==> src/rtl/keypad_matrix_scanner.sv <==
// ROWSxCOLS keypad scanner: one-hot word-line drive, synchronised bit-line sense,
// whole-frame debounce, and one key code per press over a valid/ready handshake.
module keypad_matrix_scanner #(
  parameter int unsigned ROWS           = 4,
  parameter int unsigned COLS           = 4,
  parameter int unsigned SCAN_DIV       = 1000,
  parameter int unsigned DEBOUNCE_SCANS = 4,
  localparam int unsigned KEY_W         = $clog2(ROWS * COLS)
) (
  input  logic             clk,
  input  logic             rst,
  output logic [ROWS-1:0]  o_word_lines,
  input  logic [COLS-1:0]  i_bit_lines,
  output logic             o_key_valid,
  output logic [KEY_W-1:0] o_key_code,
  input  logic             i_key_ready,
  output logic             o_multi_key,
  output logic             o_any_pressed,
  output logic             o_overrun
);

  localparam int unsigned NKEYS   = ROWS * COLS;
  localparam int unsigned ROW_W   = (ROWS > 1) ? $clog2(ROWS) : 1;
  localparam int unsigned DWELL_W = $clog2(SCAN_DIV);
  localparam int unsigned CNT_W   = (DEBOUNCE_SCANS > 1) ? $clog2(DEBOUNCE_SCANS) : 1;
  localparam int unsigned POP_W   = $clog2(NKEYS + 1);

  typedef enum logic [0:0] {
    ST_RELEASED = 1'b0,
    ST_HELD     = 1'b1
  } state_t;

  logic [COLS-1:0]    sync1_q, sync1_d;
  logic [COLS-1:0]    sync2_q, sync2_d;
  logic [ROW_W-1:0]   row_q, row_d;
  logic [DWELL_W-1:0] dwell_q, dwell_d;
  logic [ROWS-1:0]    word_lines_q, word_lines_d;
  logic [NKEYS-1:0]   snap_q, snap_d;
  logic [NKEYS-1:0]   prev_q, prev_d;
  logic [CNT_W-1:0]   stable_q, stable_d;
  logic [NKEYS-1:0]   deb_q, deb_d;
  logic               any_q, any_d;
  logic               multi_q, multi_d;
  state_t             state_q, state_d;
  logic               key_valid_q, key_valid_d;
  logic [KEY_W-1:0]   key_code_q, key_code_d;
  logic               overrun_q, overrun_d;

  logic               frame_end_c;
  logic [POP_W-1:0]   pop_c;
  logic [KEY_W-1:0]   idx_c;
  logic               emit_c;

  // Row scan, snapshot capture and frame debounce.
  always_comb begin : scan_comb
    sync1_d     = i_bit_lines;
    sync2_d     = sync1_q;
    dwell_d     = dwell_q + 1'b1;
    row_d       = row_q;
    snap_d      = snap_q;
    prev_d      = prev_q;
    stable_d    = stable_q;
    deb_d       = deb_q;
    frame_end_c = 1'b0;

    if (dwell_q == DWELL_W'(SCAN_DIV - 1)) begin
      dwell_d = '0;
      for (int r = 0; r < ROWS; r++) begin
        if (row_q == ROW_W'(r)) begin
          snap_d[r*COLS +: COLS] = sync2_q;
        end
      end
      if (row_q == ROW_W'(ROWS - 1)) begin
        row_d       = '0;
        frame_end_c = 1'b1;
      end else begin
        row_d = row_q + 1'b1;
      end
    end

    // The frame just completed includes the row captured this cycle, so compare snap_d.
    if (frame_end_c) begin
      if (snap_d == prev_q) begin
        stable_d = (stable_q == CNT_W'(DEBOUNCE_SCANS - 1)) ? stable_q : stable_q + 1'b1;
      end else begin
        stable_d = '0;
      end
      prev_d = snap_d;
      if (stable_d == CNT_W'(DEBOUNCE_SCANS - 1)) begin
        deb_d = snap_d;
      end
    end

    word_lines_d = '0;
    for (int r = 0; r < ROWS; r++) begin
      word_lines_d[r] = (row_d == ROW_W'(r));
    end
  end

  // Key count and index of the debounced frame.
  always_comb begin : status_comb
    pop_c = '0;
    idx_c = '0;
    for (int i = 0; i < NKEYS; i++) begin
      pop_c = pop_c + POP_W'(deb_q[i]);
      if (deb_q[i]) begin
        idx_c = KEY_W'(i);
      end
    end
    any_d   = |deb_q;
    multi_d = (pop_c > POP_W'(1));
  end

  // Press tracking and output handshake.
  always_comb begin : fsm_comb
    state_d     = state_q;
    emit_c      = 1'b0;
    key_valid_d = key_valid_q;
    key_code_d  = key_code_q;
    overrun_d   = 1'b0;

    case (state_q)
      ST_RELEASED: begin
        if (pop_c == POP_W'(1)) begin
          emit_c  = 1'b1;
          state_d = ST_HELD;
        end else if (pop_c > POP_W'(1)) begin
          state_d = ST_HELD;
        end
      end
      ST_HELD: begin
        if (deb_q == '0) begin
          state_d = ST_RELEASED;
        end
      end
      default: state_d = ST_RELEASED;
    endcase

    if (key_valid_q && i_key_ready) begin
      key_valid_d = 1'b0;
    end
    if (emit_c) begin
      if (!key_valid_q || i_key_ready) begin
        key_valid_d = 1'b1;
        key_code_d  = idx_c;
      end else begin
        overrun_d = 1'b1;
      end
    end
  end

  always_ff @(posedge clk) begin
    if (rst) begin
      sync1_q      <= '0;
      sync2_q      <= '0;
      row_q        <= '0;
      dwell_q      <= '0;
      word_lines_q <= ROWS'(1);
      snap_q       <= '0;
      prev_q       <= '0;
      stable_q     <= '0;
      deb_q        <= '0;
      any_q        <= 1'b0;
      multi_q      <= 1'b0;
      state_q      <= ST_RELEASED;
      key_valid_q  <= 1'b0;
      key_code_q   <= '0;
      overrun_q    <= 1'b0;
    end else begin
      sync1_q      <= sync1_d;
      sync2_q      <= sync2_d;
      row_q        <= row_d;
      dwell_q      <= dwell_d;
      word_lines_q <= word_lines_d;
      snap_q       <= snap_d;
      prev_q       <= prev_d;
      stable_q     <= stable_d;
      deb_q        <= deb_d;
      any_q        <= any_d;
      multi_q      <= multi_d;
      state_q      <= state_d;
      key_valid_q  <= key_valid_d;
      key_code_q   <= key_code_d;
      overrun_q    <= overrun_d;
    end
  end

  assign o_word_lines  = word_lines_q;
  assign o_key_valid   = key_valid_q;
  assign o_key_code    = key_code_q;
  assign o_multi_key   = multi_q;
  assign o_any_pressed = any_q;
  assign o_overrun     = overrun_q;

endmodule

==> config.mk <==
export PLATFORM = sky130hd
export DESIGN_NAME = keypad_matrix_scanner
export DESIGN_NICKNAME = d
export VERILOG_FILES = /design/src/rtl/keypad_matrix_scanner.sv
export SDC_FILE = /design/constraint.sdc
export NUM_CORES = 1
export LEC_CHECK = 0
export BUFFER_PORTS_ARGS = -buffer_cell sky130_fd_sc_hd__buf_2
export CORE_ASPECT_RATIO = 0.7
export CORE_UTILIZATION = 46
export DETAILED_ROUTE_END_ITERATION = 10
export SLEW_MARGIN = 20
export SYNTH_ARGS = -nofsm -noshare
export SYNTH_HDL_FRONTEND = slang
export SYNTH_SLANG_ARGS = --single-unit
==> constraint.sdc <==
create_clock -name clk -period 4.45 [get_ports clk]
set_input_delay 0.445 -clock clk [delete_from_list [all_inputs] [get_ports clk]]
set_output_delay 0.445 -clock clk [all_outputs]
set_load 0.02 [all_outputs]
==> flow_summary.toml <==
[setup_path]
cp-end-kind = "flip-flop"
start_kind = "flip-flop"
cp.arrival_ns = 4.57
worstSetupPathType = "reg -> reg"
cp_max_fo = 3
required_ns = 4.69
reg2regPathDepth = 17

[global_route]
antenna_found_initial = 0
grt_pass1_vias = 2933
gr-total-overflow = 0
grt_first_pass_wirelength_um = 14900
grt_max_degree = 51
track_usage_pct = 21.6

[clock_network]
clkLatencyLatePin_ns = 0.34
clockRootBuffer = "clkbuf_16"
clock_path_buffers = 2
cts_hold_buf = 0
path_clk_slew_ns = 0.06
cts_made_buffers = 9
cts_tree = "built"
htreeDepth = 3
cts.sinks = 83

[timing]
final-hold-violation-count = 0
period_share_pct = 97.3
final_max_slew_viol_count = 0
fmax_mhz = 231
setup_ws_ns = 0.120
slew-limit-headroom_pct = 37.5
grt_setup_unrepaired = "yes"
skew_ns = 0.00570
tightest_slew_ns = 0.938
finalSetupViolCount = 0
fin_crit_ns = 4.33

[detailed_routing]
drc = 0
drt_iter0_drc = 261
num_vias = 3091
wl_um = 9020
ant_nets = 0
firstDrtPassIters = 4
wl_per_cell_um = 15.4
viasPerCell = 5.27

[finish]
nNetsFinal = 490
insertedDiodeCount = 0
area_growth_pct = 15.7
drive_gt1_share_pct = 20.6

[pwr]
pwr-share-clk_pct = 48.5
power_leakage_nw = 1.88
p_seq_share_pct = 49.7
peakVddDrop_mv = 0.280
pwr-share-comb_pct = 1.8
report.power.total_mw = 1.52
p_switching_uw = 316
swShare_pct = 20.8
power.density_nw_per_um2 = 324
p_int_mw = 1.21

[die]
io_pins = 19
dieArea_um2 = 9210
core_um2 = 8510
rows = 28
die_y_um = 80.6
start_util_pct = 47.7
dieWidth_um = 114

[place]
hpwl_um = 6510
dp_slack_ns = -0.203
gp_congestion = 0.852
io_buffers = 18

[synthesis]
async_reset_ff_share_pct = 0
ys_types = 50
ys_seq_area_share_pct = 40.9
syn_nets = 465
syn_avg_cell_area_um2 = 9.29
synth_edf_count = 0
ys_warn_count = 0
netlist_area_um2 = 4060
ys_ff_latch = 83
syn_inst = 437
yosys_most_used_dff = "dfxtp_1"

[hold_path]
hp-class = "in -> reg"
hold_depth = 2

[outcome]
status = "finished clean"

[flow_run]
maxCapViolations = 0
cell families (layout without fill, tap and decap cells):
logic type | count (synthesis) | in the layout | synth area share [%]
flip-flops | 83 | 83 | 40.9
buffers and inverters | 60 | 90 | 6.17
adder cells (fa/ha/maj) | 21 | 21 | 8.33
AND/OR/NAND/NOR | 147 | 147 | 17.6
XOR/XNOR | 21 | 21 | 4.53
AO/OA/AOI/OAI | 68 | 68 | 11.8
multiplexers | 37 | 37 | 10.6
metal layers:
| layer | part of all wire [%] | track usage [%] |
|---|---|---|
| met5 | 0 | 0 |
| met4 | 1.4 | 6.23 |
| met3 | 5.1 | 4.98 |
| met2 | 41 | 30.4 |
| met1 | 53 | 32.2 |
area by class of cell:
| class | instances | area [um^2] |
|---|---|---|
| Fill cell | 779 | 3820 |
| Tap cell | 120 | 150 |
| Multi-Input combinational cell | 294 | 2190 |
| Inverter | 36 | 135 |
| Clock inverter | 5 | 52.6 |
| Clock buffer | 11 | 243 |
| Sequential cell | 83 | 1670 |
| Timing Repair Buffer | 38 | 251 |
synthesized netlist by cell type (3+ instances only):
library cell	count	area (um^2)
a211oi_1	14	105
a21oi_1	23	115
a311oi_1	4	35.0
and2_1	4	25.0
buf_2	5	25.0
clkbuf_1	16	60.1
dfxtp_1	83	1660
fa_1	10	200
ha_1	11	138
inv_1	36	135
mux2_2	6	67.6
mux2_4	10	150
mux2i_1	20	200
nand2_1	27	101
nand2b_1	3	18.8
nand3_1	13	65.1
nand4_1	4	25.0
nor2_1	54	203
nor2b_1	11	68.8
nor3_1	12	60.1
nor4_1	6	37.5
o211a_1	3	30.0
o21ai_0	7	35.0
xnor2_1	6	52.6
xor2_1	15	131
sequential cells by signal (all words and copies together), names as in the netlist:
name	cells
deb_q	16
prev_q	16
snap_q	16
dwell_q	10
o_key_code	4
o_word_lines	4
sync1_q	4
sync2_q	4
row_q	2
stable_q	2
o_any_pressed	1
o_key_valid	1
o_multi_key	1
o_overrun	1
state_q	1
final timing paths:
path	slack, ns	endpoint	from
worst min-delay path	0.32	sync1_q[0]	i_bit_lines[0]
worst max-delay path	0.12	o_key_code[0]	deb_q[11]
worst min register to register	0.44	sync2_q[2]	sync1_q[2]
worst max register to register	0.12	o_key_code[0]	deb_q[11]
critical path: stages, from the launching register on:
cell      delay (ns)
dfxtp_2         0.33
inv_2           0.05
fa_1            0.55
fa_1            0.46
fa_1            0.54
fa_1            0.43
inv_2           0.08
ha_4            0.13
inv_2           0.04
fa_2            0.34
a211oi_2        0.15
mux2i_1         0.11
nor4b_2         0.26
nand3b_1        0.19
nor2b_4         0.21
buf_6           0.13
nor2_2          0.04
a311oi_2        0.21
repair_timing:
action / 4_1_cts / 5_1_grt
setup buffers: 3 / 3
pin swaps: 9 / 7
endpoints found under the setup margin: 4 / 5
resized for setup: 12 / 14
cloned: 0 / 0
per-stage QoR:
| stage | TNS [ns] | utilization, % | hold slack, ns | std cells | cell area, um^2 |
|---|---|---|---|---|---|
| 5_1_grt | -0.254 | 55.1 | 0.329 | 587 | 4690 |
| 6_report | 0 | 55.1 | 0.319 | 587 | 4690 |
| 4_1_cts | -0.00265 | 54.5 | 0.310 | 584 | 4640 |
| 3_5_place_dp | -0.455 | 50.4 | 0.427 | 565 | 4290 |
| 3_3_place_gp | 0 | 50.4 | 0.421 | 565 | 4290 |
| 2_1_floorplan | 0 | - | 0.414 | 437 | 4060 |
cells in the final DEF, fill, tap and decap left out, drive strengths merged, types with 15 or more instances in the layout:
cell,Yosys,final
a21oi,23,23
buf,8,38
dfxtp,83,83
inv,36,36
mux2,16,16
mux2i,21,21
nand2,27,27
nor2,54,54
xor2,15,15
power groups by stage:
stage	Combinational, mW	Clock [mW]	Sequential [mW]
2_1_floorplan	0.0235	0	0.767
3_3_place_gp	0.0268	0	0.772
3_5_place_dp	0.0270	0	0.772
4_1_cts	0.0271	0.757	0.756
5_1_grt	0.0303	0.788	0.756
6_report	0.0271	0.738	0.756
No activity file was read; power rests on OpenSTA's default activity.
